==> src/rtl/pendig_layer1.sv <==
// First hidden layer of the pen-digits BNN: 16 binary-weighted dot products over
// 16 unsigned 7-bit features, thresholded into 16 hidden bits by two equivalent paths.
module pendig_layer1 #(
  parameter logic [255:0] WEIGHTS = '1,
  parameter logic [175:0] THRESH  = '0
) (
  input  logic         clk,
  input  logic         rst_n,
  input  logic         in_valid,
  input  logic [111:0] feat,
  output logic         out_valid,
  output logic [175:0] acc,
  output logic [15:0]  hbits,
  output logic [15:0]  hbits_fused,
  output logic         mismatch
);

  localparam int DATA_W = 7;
  localparam int NF     = 16;
  localparam int NN     = 16;
  localparam int ACC_W  = 11;

  logic         vld_p0_q, vld_p0_d;
  logic [111:0] feat_p0_q, feat_p0_d;
  logic         vld_p1_q, vld_p1_d;
  logic [175:0] acc_p1_q, acc_p1_d;
  logic [15:0]  hbits_p1_q, hbits_p1_d;
  logic [15:0]  hbits_fused_p1_q, hbits_fused_p1_d;
  logic         mismatch_p1_q, mismatch_p1_d;

  logic [175:0] acc_c;
  logic [15:0]  ref_c;
  logic [15:0]  fus_c;

  function automatic logic signed [ACC_W-1:0] sat_acc(input logic signed [11:0] s);
    if (s > 12'sd1023)       return 11'sh3FF;
    else if (s < -12'sd1024) return 11'sh400;
    else                     return s[ACC_W-1:0];
  endfunction

  // Stage p0 -> p1: both threshold paths evaluated from the registered feature vector
  always_comb begin : comb_p0
    logic signed [11:0]      s;
    logic [10:0]             p;
    logic [10:0]             n;
    logic [11:0]             fx;
    logic signed [ACC_W-1:0] th;
    logic signed [12:0]      lhs;
    logic signed [12:0]      rhs;
    acc_c = '0;
    ref_c = '0;
    fus_c = '0;
    s     = '0;
    p     = '0;
    n     = '0;
    fx    = '0;
    th    = '0;
    lhs   = '0;
    rhs   = '0;
    for (int i = 0; i < NN; i++) begin
      s = '0;
      p = '0;
      n = '0;
      for (int j = 0; j < NF; j++) begin
        fx = {5'b0, feat_p0_q[j*DATA_W +: DATA_W]};
        if (WEIGHTS[i*NF + j]) begin
          s = s + $signed(fx);
          p = p + fx[10:0];
        end else begin
          s = s - $signed(fx);
          n = n + fx[10:0];
        end
      end
      th = $signed(THRESH[i*ACC_W +: ACC_W]);
      acc_c[i*ACC_W +: ACC_W] = sat_acc(s);
      // Reference compare uses the unsaturated sum so saturation never flips a bit
      ref_c[i] = (s >= $signed({th[ACC_W-1], th}));
      lhs = $signed({2'b00, p});
      rhs = $signed({2'b00, n}) + $signed({{2{th[ACC_W-1]}}, th});
      fus_c[i] = (lhs >= rhs);
    end
  end

  always_comb begin
    feat_p0_d        = in_valid ? feat : feat_p0_q;
    vld_p0_d         = in_valid;
    vld_p1_d         = vld_p0_q;
    acc_p1_d         = acc_p1_q;
    hbits_p1_d       = hbits_p1_q;
    hbits_fused_p1_d = hbits_fused_p1_q;
    mismatch_p1_d    = mismatch_p1_q;
    if (vld_p0_q) begin
      acc_p1_d         = acc_c;
      hbits_p1_d       = ref_c;
      hbits_fused_p1_d = fus_c;
      mismatch_p1_d    = (ref_c != fus_c);
    end
  end

  always_ff @(posedge clk or negedge rst_n) begin
    if (!rst_n) begin
      vld_p0_q         <= 1'b0;
      feat_p0_q        <= '0;
      vld_p1_q         <= 1'b0;
      acc_p1_q         <= '0;
      hbits_p1_q       <= '0;
      hbits_fused_p1_q <= '0;
      mismatch_p1_q    <= 1'b0;
    end else begin
      vld_p0_q         <= vld_p0_d;
      feat_p0_q        <= feat_p0_d;
      vld_p1_q         <= vld_p1_d;
      acc_p1_q         <= acc_p1_d;
      hbits_p1_q       <= hbits_p1_d;
      hbits_fused_p1_q <= hbits_fused_p1_d;
      mismatch_p1_q    <= mismatch_p1_d;
    end
  end

  assign out_valid   = vld_p1_q;
  assign acc         = acc_p1_q;
  assign hbits       = hbits_p1_q;
  assign hbits_fused = hbits_fused_p1_q;
  assign mismatch    = mismatch_p1_q;

endmodule

==> config.mk <==
export PLATFORM = sky130hd
export DESIGN_NAME = pendig_layer1
export DESIGN_NICKNAME = d
export VERILOG_FILES = /design/src/rtl/pendig_layer1.sv
export SDC_FILE = /design/constraint.sdc
export NUM_CORES = 1
export LEC_CHECK = 0
export CAP_MARGIN = 10
export CORE_MARGIN = 4
export CORE_UTILIZATION = 44
export CTS_CLUSTER_DIAMETER = 40
export CTS_CLUSTER_SIZE = 30
export DETAILED_ROUTE_END_ITERATION = 7
export GPL_ROUTABILITY_DRIVEN = 0
export PLACE_DENSITY_LB_ADDON = 0.2
export SLEW_MARGIN = 20
export SYNTH_ARGS = -nofsm -noshare
export SYNTH_HDL_FRONTEND = slang
export SYNTH_SLANG_ARGS = --single-unit
==> constraint.sdc <==
create_clock -name clk -period 8.7 [get_ports clk]
set_input_delay 0.87 -clock clk [delete_from_list [all_inputs] [get_ports clk]]
set_output_delay 0.87 -clock clk [all_outputs]
set_load 0.02 [all_outputs]
# After elaboration in Yosys (flattened, before gate mapping)
# Index checks and enable logic that the tools add are counted.
[word_totals] ff_bits=293 input_bits=115 output_inout_bits=210 elab_cells=44
[classes] add_sub_neg=30 magnitude_cmp=4 eq_ne=1 mux=2
[ops] cell="$add A12 B8 Y12" count=13
[ops] cell="$add A11 B7 Y11" count=13
[ops] cell="$mux W11" count=2
[ops] cell="$add A8 B7 Y9" count=2
[ops] cell="$add A7 B7 Y8" count=2
[ops] cell="$ne A16 B16 Y1" count=1
[ops] cell="$ge A12 B1 Y1 const B" count=1
[ops] cell="$gt A12 B11 Y1 const B" count=1
[ops] cell="$lt A12 B11 Y1 const B" count=1
[ops] cell="$ge A11 B1 Y1 const B" count=1

# Longest topological paths before layout
# Gate-level depths: netlist of run 1.
[logic_depth] ltp_word=18 ltp_mapped=27 depth_no_buf=26

# Worst setup path after synthesis of run 1
# No wires, ideal clock.
[synth_timing] path_type="reg-to-reg" from="reg feat_p0_q[0]" to="reg acc_p1_q[174] (netlist: acc[174])" setup_ns=0.127 t_arrival_ns=6.047 required_ns=8.573 setup_slack_ns=2.526 stages_incl_launch_ff=25 period_less_slack_ns=6.174 cell_sequence="dfrtp_1 > ha_1 > fa_1 > a21oi_1 > nor2_1 > nor2_1 > o21bai_1 > a21oi_1 > xor2_1 > fa_1 > inv_1 > fa_1 > fa_1 > fa_1 > fa_1 > inv_1 > fa_1 > inv_1 > ha_1 > o21ai_1 > a211oi_2 > o21ai_1 > a2bb2oi_4 > nor4bb_1 > o2bb2ai_1"
[synth_between] elab_chain_len=18
[synth_rtl] element="start, declared" line="24" rtl="logic [111:0] feat_p0_q, feat_p0_d;"
[synth_rtl] element="start signal, assigned" line="111" rtl="feat_p0_q <= feat_p0_d;"
[synth_rtl] element="$add A7 B7 Y8 (*)" line="67" rtl="s = s + $signed(fx);"
[synth_rtl] element="$add A8 B7 Y9 (*)" line="67"
[synth_rtl] element="$add A12 B8 Y12 (*) (13 in series)" line="67"
[synth_rtl] element="$lt A12 B11 Y1" line="37" rtl="else if (s < -12'sd1024) return 11'sh400;"
[synth_rtl] element="$mux W11" line="37"
[synth_rtl] element="$mux W11 (*)" line="36" rtl="if (s > 12'sd1023) return 11'sh3FF;"
[synth_rtl] element="end signal, assigned" line="113" rtl="acc_p1_q <= acc_p1_d;"
[synth_rtl] element="end, declared" line="26" rtl="logic [175:0] acc_p1_q, acc_p1_d;"
# Mark *: on every way between the ends. The rest lies on a longest branch, timed or not.
# A chain may end at the register's enable or synchronous reset.

# Worst setup path in the final report of run 1
[layout_timing] from="reg feat_p0_q[0]" to="reg acc_p1_q[166] (netlist: acc[166])"
# The elaborated chain is that of the path after synthesis.

==> metrics.json, run 1 <==
{
  "ys_async_sr_fraction_pct": 100,
  "layout.cells.most_common": "clkdlybuf4s50_1",
  "critical_path_sink_type": "flop",
  "timing.fmax_mhz": 150,
  "synth_cells": 833,
  "timing.critical_path.required_ns": 8.98,
  "fin_tns_setup_ns": 0,
  "nets": 1194,
  "via_density": 4.45,
  "synthMuxAreaShare_pct": 8.67,
  "die_width_um": 152,
  "layout_worst_path_cycle_share_pct": 76.7,
  "antenna_violating_nets_post_route": 0,
  "global_route.overflow_total": 0,
  "drt_drc_violations_left": 0,
  "worstPathBufferInverterCount": 3,
  "fp.coreArea_mm2": 0.0203,
  "critical_path.top_delay_family": "adder cells",
  "detail_route.wl_per_cell_um": 15.5,
  "crit_type": "flop to flop",
  "grt_use_total_pct": 16.6,
  "io_buffers": 324,
  "final_layout_size_suffix_gt1_share_pct": 11.3,
  "grt_pass1_wl_um": 29100,
  "grt_use_met2_pct": 27.6,
  "final_cell_mix": "322 x clkdlybuf4s50_1, 133 x inv_1, 128 x dfrtp_1",
  "core.rowCount": 52,
  "timing.clock.skew_ns": 0.0130,
  "synth.avg_cell_area_um2": 10.9,
  "fin_hold_ws_ns": 0.390,
  "cts_buffers": 17,
  "run_status": "finished clean",
  "drv_slew": 0,
  "crit_fanout": 8,
  "final_core_util_pct": 57.8,
  "min_path_type": "primary input to async pin",
  "via_count_of_the_first_global_routing_pass": 5549,
  "number_of_synthesis_warnings": 0,
  "num_antenna_cells": 0,
  "clockBufferDepth": 2,
  "num_vias": 5544,
  "synth_flop_cell": "dfrtp_1",
  "synth_compound_gate_area_share_pct": 6.63,
  "synthDominantCellAreaShare_pct": 35.2,
  "post-cts-setup-buffer-count": 0,
  "synth_adder_area_share_pct": 23.2,
  "setup_viol_count_final": 0,
  "post_cts_sizing_count": 0,
  "syn-cell-area_mm2": 0.00910,
  "synth_largest_area_cell": "dfrtp_1",
  "max-slew-margin-rel_pct": 31.6,
  "synth_edf_count": 0,
  "postCtsHoldBufs": 0,
  "floorplan.io_pins": 325,
  "synth_simple_gate_area_share_pct": 3.14,
  "unrepaired_setup_endpoints_after_global_routing": "false",
  "synth_top_family_by_area": "adder cells",
  "place.detailed.hpwl_um": 15400,
  "dr.pass1.iters": 4,
  "clock-sinks": 128,
  "die-height_um": 152,
  "post-route-min-period_ns": 6.67,
  "clk_latency_ns": 0.42,
  "max_cap_violations": 0,
  "crit_path_start_kind": "flop",
  "synth.lib_cells_used.distinct": 36,
  "hold_viol_final": 0,
  "cts_root_buffer": "clkbuf_16",
  "critical_path.max_stage_delay_ns": 0.54,
  "critical_path_s_most_frequent_cell": "fa_1",
  "grt_max_degree": 102,
  "floorplan.die_area_mm2": 0.0230,
  "wirelength_um": 19300,
  "grt.busiest_layer": "met2",
  "main_area_contributors_after_synthesis": "dfrtp_1 35%, fa_1 20%, buf_4 16%",
  "synth_seq_area_share_pct": 35.2,
  "worstPathCellList": "ha_1 -> fa_1 -> a21oi_1 -> nor2_1 -> nor2_1 -> o21bai_1 -> a21oi_1 -> xor2_1 -> fa_1 -> inv_1 -> fa_1 -> fa_1 -> fa_1 -> fa_1 -> inv_1 -> fa_1 -> inv_1 -> ha_1 -> o211ai_1 -> o21ai_2 -> a21oi_1 -> nand4bb_1 -> a21oi_1 -> o2bb2ai_1",
  "grtUsageMet3_pct": 4.13,
  "antenna_violations_before_repair": 2,
  "total_of_flip_flops_plus_latches_after_synthesis": 128,
  "initial_utilization_pct": 44.8,
  "area.growth.synth_to_final_pct": 28.9,
  "grt_use_met1_pct": 21.6,
  "postSynthNetCount": 1063,
  "tritoncts": "yes",
  "ctsHtreeMaxLevel": 4,
  "post_synth_xor_area_fraction_pct": 0.770,
  "worst_setup_hold_path_clk_slew_ns": 0.06,
  "drt_first_iter_violations": 247,
  "timing.critical_path.arrival_ns": 6.96,
  "tightestPinTransition_ns": 1.03,
  "worst_path_max_delay_cell": "fa_1"
}
[cells in the mapped netlist, types with 2 or more instances]
master     number
clkbuf_1       18
nand2b_1        2
o21a_1          4
nor3_1          2
o2bb2ai_1       9
o21bai_1        2
mux2_2         70
a21oi_1        19
inv_1         133
o21ai_0        47
a211oi_1        2
nand2_1        49
xor2_1          3
ha_1           26
dfrtp_1       128
a21o_1          2
buf_4         195
o21ai_1         3
fa_1           89
nor2_1         10
xnor2_1         5
[through the flow]
| stage | cell area (µm²) | setup slack [ns] | cells |
|---|---|---|---|
| after floorplan | 9100 | 2.53 | 833 |
| after global placement | 11200 | 2.18 | 1215 |
| after detailed placement | 11200 | 2.02 | 1215 |
| after CTS | 11700 | 1.99 | 1247 |
| after global routing | 11700 | 1.54 | 1247 |
| final | 11700 | 2.03 | 1247 |
[metal layers]
layer	vias to the layer above	part of all wire [%]
met1	2688	42
met4	4	0.97
met3	16	6.5
met5	-	0.14
met2	174	51
li1	2662	-
[registers in the layout, indices dropped and copies added (netlist names)]
register,count
feat_p0_q,112
acc,11
hbits,1
hbits_fused,1
mismatch,1
out_valid,1
vld_p0_q,1
[final cells by class]
type,instances,area [µm²]
clock buffer,19,433
clock inverter,13,139
fill,1758,8570
inverter,134,503
multi-input combinational,357,3850
sequential,128,3200
tap,270,338
timing repair buffer,326,3260
[path summary, 6_finish.rpt]
| kind | from | endpoint | slack [ns] | cells after the start |
|---|---|---|---|---|
| hold reg to reg | mismatch | mismatch | 0.48 | 1 |
| hold / removal | rst_n | feat_p0_q[19] | 0.39 | 1 |
| min in group clk | mismatch | mismatch | 0.48 | 1 |
| max in group asynchronous | rst_n | acc[166] | 6.97 | 2 |
| setup reg to reg | feat_p0_q[0] | acc[166] | 2.03 | 24 |
| setup / recovery | feat_p0_q[0] | acc[166] | 2.03 | 24 |
[logic make-up after synthesis]
kind of cell    count (synthesis)
compound gates                 96
mux                            70
fa+ha+maj                     115
xor+xnor                        8
simple gates                   68
flops                         128
buf+inv                       348
Power of run 1 is not shown: default switching activity piles up to over one toggle a cycle in this logic, so the estimate is an artifact.
==> inputs of run 2 (changes only) <==
--- a/config.mk
+++ b/config.mk
@@ -7,7 +7,7 @@
 export LEC_CHECK = 0
 export CAP_MARGIN = 10
 export CORE_MARGIN = 4
-export CORE_UTILIZATION = 44
+export CORE_UTILIZATION = 42
 export CTS_CLUSTER_DIAMETER = 40
 export CTS_CLUSTER_SIZE = 30
 export DETAILED_ROUTE_END_ITERATION = 7
==> constraint.sdc (replaced) <==
create_clock -name clk -period 5.8 [get_ports clk]
set_input_delay 0.58 -clock clk [delete_from_list [all_inputs] [get_ports clk]]
set_output_delay 0.58 -clock clk [all_outputs]
set_load 0.02 [all_outputs]
==> run 2 against run 1 <==
  * The run now ends with setup timing left
  * Wire length up 4.1%
  * Via count up 3.2%
  * Final area up 3.6%
  * Non-clock buffer count up 28
  * First-iteration DRC count unchanged
  * Critical path type unchanged
  * Global-route usage up 0.39 points
  * Critical endpoint is now acc[169]
==> metrics.json, run 2 (synthesized netlist as in run 1, its figures left out) <==
{
  "max-slew-margin-rel": {"value": 37.7, "unit": "%", "change": "+6.1 points"},
  "ctsHtreeMaxLevel": {"value": 4, "change": "unchanged"},
  "final_layout_size_suffix_gt1_share": {"value": 16.8, "unit": "%", "change": "+5.6 points"},
  "antenna_violating_nets_post_route": {"value": 0, "change": "unchanged"},
  "crit_type": "flop to flop",
  "wirelength": {"value": 20100, "unit": "µm", "change": "+4.1%"},
  "min_path_type": "primary input to async pin",
  "timing.fmax": {"value": 161, "unit": "MHz", "change": "+7.5%"},
  "area.growth.synth_to_final_pct": 33.6,
  "cts_buffers": {"value": 17, "change": "unchanged"},
  "place.detailed.hpwl": {"value": 15900, "unit": "µm", "change": "+3.2%"},
  "global_route.overflow_total": {"value": 0, "change": "unchanged"},
  "antenna_violations_before_repair": {"value": 0, "change": "-2"},
  "reg2reg_from": "feat_p0_q[7]",
  "crit_startpoint": "feat_p0_q[7]",
  "postCtsHoldBufs": {"value": 0, "change": "unchanged"},
  "grtUsageMet3": {"value": 4.31, "unit": "%", "change": "+0.18 points"},
  "detail_route.wl_per_cell": {"value": 15.7, "unit": "µm", "change": "+1.4%"},
  "grt.busiest_layer": "met2",
  "timing.clock.skew": {"value": 0.00970, "unit": "ns", "change": "-0.00328 ns"},
  "dr.pass1.iters": {"value": 4, "change": "unchanged"},
  "r2r_worst_path_depth": {"value": 25, "change": "+4.2%"},
  "crit_path_start_kind": "flop",
  "grt_pass1_wl": {"value": 32400, "unit": "µm", "change": "+11%"},
  "grt_max_degree": {"value": 76, "change": "-25%"},
  "fp.coreArea": {"value": 0.0212, "unit": "mm²", "change": "+4.2%"},
  "drv_slew": {"value": 0, "change": "unchanged"},
  "initial_utilization": {"value": 43.0, "unit": "%", "change": "-1.8 points"},
  "grt_use_total": {"value": 16.9, "unit": "%", "change": "+0.39 points"},
  "via_density": {"value": 4.47, "change": "+0.51%"},
  "layout_worst_path_cycle_share": {"value": 107, "unit": "%", "change": "+30 points"},
  "placed_area": {"value": 0.0114, "unit": "mm²", "change": "+2.0%"},
  "setup_ws": {"value": -0.411, "unit": "ns", "change": "-2.44 ns"},
  "placed_cells_incl_taps": {"value": 1242, "change": "+2.2%"},
  "tightestPinTransition": {"value": 0.935, "unit": "ns", "change": "-0.0911 ns"},
  "clk_latency": {"value": 0.42, "unit": "ns", "change": "about the same"},
  "pre_cts_ws": {"value": -0.448, "unit": "ns", "change": "-2.47 ns"},
  "run_status": "finished with violations",
  "floorplan.io_pins": {"value": 325, "change": "unchanged"},
  "layout.cells.most_common": "clkdlybuf4s50_1",
  "drt_first_iter_violations": {"value": 247, "change": "unchanged"},
  "num_vias": {"value": 5720, "change": "+3.2%"},
  "layout.cell_area.non_filler": {"value": 0.0122, "unit": "mm²", "change": "+3.6%"},
  "timing.critical_path.required": {"value": 6.10, "unit": "ns", "change": "-2.88 ns"},
  "worst_setup_hold_path_clk_slew": {"value": 0.07, "unit": "ns", "change": "about the same"},
  "post-route-min-period": {"value": 6.21, "unit": "ns", "change": "-0.464 ns"},
  "largest_register": "feat_p0_q",
  "critical_path.max_stage_delay": {"value": 0.54, "unit": "ns", "change": "about the same"},
  "grt_use_met1": {"value": 21.9, "unit": "%", "change": "+0.23 points"},
  "nets": {"value": 1222, "change": "+2.3%"},
  "hold_viol_final": {"value": 0, "change": "unchanged"},
  "timing.critical_path.arrival": {"value": 6.51, "unit": "ns", "change": "-0.45 ns"},
  "setup_viol_count_final": {"value": 13, "change": "+13"},
  "crit_fanout": {"value": 8, "change": "unchanged"},
  "die-height": {"value": 155, "unit": "µm", "change": "+2.2%"},
  "grt_use_met2": {"value": 29.1, "unit": "%", "change": "+1.4 points"},
  "critical_path_s_most_frequent_cell": "fa_1",
  "num_antenna_cells": {"value": 0, "change": "unchanged"},
  "floorplan.die_area": {"value": 0.0241, "unit": "mm²", "change": "+4.5%"},
  "unrepaired_setup_endpoints_after_global_routing": "true",
  "largest_register_ff_count": {"value": 112, "change": "unchanged"},
  "cts_root_buffer": "clkbuf_16",
  "worst_path_max_delay_cell": "fa_1",
  "tritoncts": "yes",
  "failed_checks": "setup timing",
  "max_cap_violations": {"value": 0, "change": "unchanged"},
  "die_width": {"value": 155, "unit": "µm", "change": "+2.2%"},
  "finalNonFillerCells": {"value": 1280, "change": "+2.6%"},
  "clockBufferDepth": {"value": 2, "change": "unchanged"},
  "via_count_of_the_first_global_routing_pass": {"value": 6154, "change": "+11%"},
  "clock-sinks": {"value": 128, "change": "unchanged"},
  "io_buffers": {"value": 324, "change": "unchanged"},
  "core.rowCount": {"value": 53, "change": "+1.9%"},
  "critical_path_sink_type": "flop",
  "drt_drc_violations_left": {"value": 0, "change": "unchanged"},
  "final_cell_mix": "322 x clkdlybuf4s50_1, 131 x inv_1, 128 x dfrtp_1"
}
run 2: cell count changes in the layout (fill, tap and decap cells not counted), moves of 3 or more:
cell | before | now
clkinvlp_4 | 5 | 2
o2bb2ai_1 | 9 | 6
o2bb2ai_2 | 0 | 3
buf_4 | 3 | 29
inv_6 | 1 | 8
a21oi_2 | 0 | 5
ha_1 | 26 | 20
clkinv_2 | 3 | 0
ha_4 | 0 | 4
a21oi_1 | 19 | 13
run 2: stage by stage:
stage               utilization, %  TNS [ns]  hold slack, ns
floorplan                        -     -1.59           0.284
global placement              53.8     -4.43           0.463
detailed placement            53.8     -5.07           0.475
CTS                           57.1     -4.33           0.320
global route                  57.4     -7.50           0.363
finish                        57.4     -4.15           0.287
run 2: critical path, delay by kind of cell, from the launching register on:
kind            cells  cell delay [ns]
fa+ha+maj           9             3.66
compound gates      7             1.05
simple gates        4             0.45
flops               1             0.38
buf+inv             4             0.35
xor+xnor            1             0.20
run 2: final timing paths:
check	end	slack [ns]
setup / recovery	acc[169]	-0.41
hold / removal	feat_p0_q[61]	0.29
setup reg to reg	acc[169]	-0.41
hold reg to reg	mismatch	0.48
max in group asynchronous	feat_p0_q[106]	4.22
min in group clk	mismatch	0.48
run 2: cell type report:
class | instances | area [µm²]
Clock buffer | 18 | 439
Clock inverter | 14 | 144
Fill cell | 1760 | 9000
Inverter | 134 | 503
Multi-Input combinational cell | 357 | 4030
Sequential cell | 128 | 3200
Tap cell | 275 | 344
Timing Repair Buffer | 354 | 3480
run 2: what timing repair did:
item,4_1_cts,5_1_grt
hold endpoints to repair,0,0
setup buffers,3,4
pin swaps,21,9
resized for setup,20,8
setup endpoints to repair,13,13
run 2: routing by layer:
layer | share of wire, % | routed length [µm]
met4 | 1.1 | 221
met1 | 42 | 8480
met3 | 5.8 | 1180
met5 | 0 | 0
met2 | 51 | 10200
Power of run 2 is left out for the same reason.
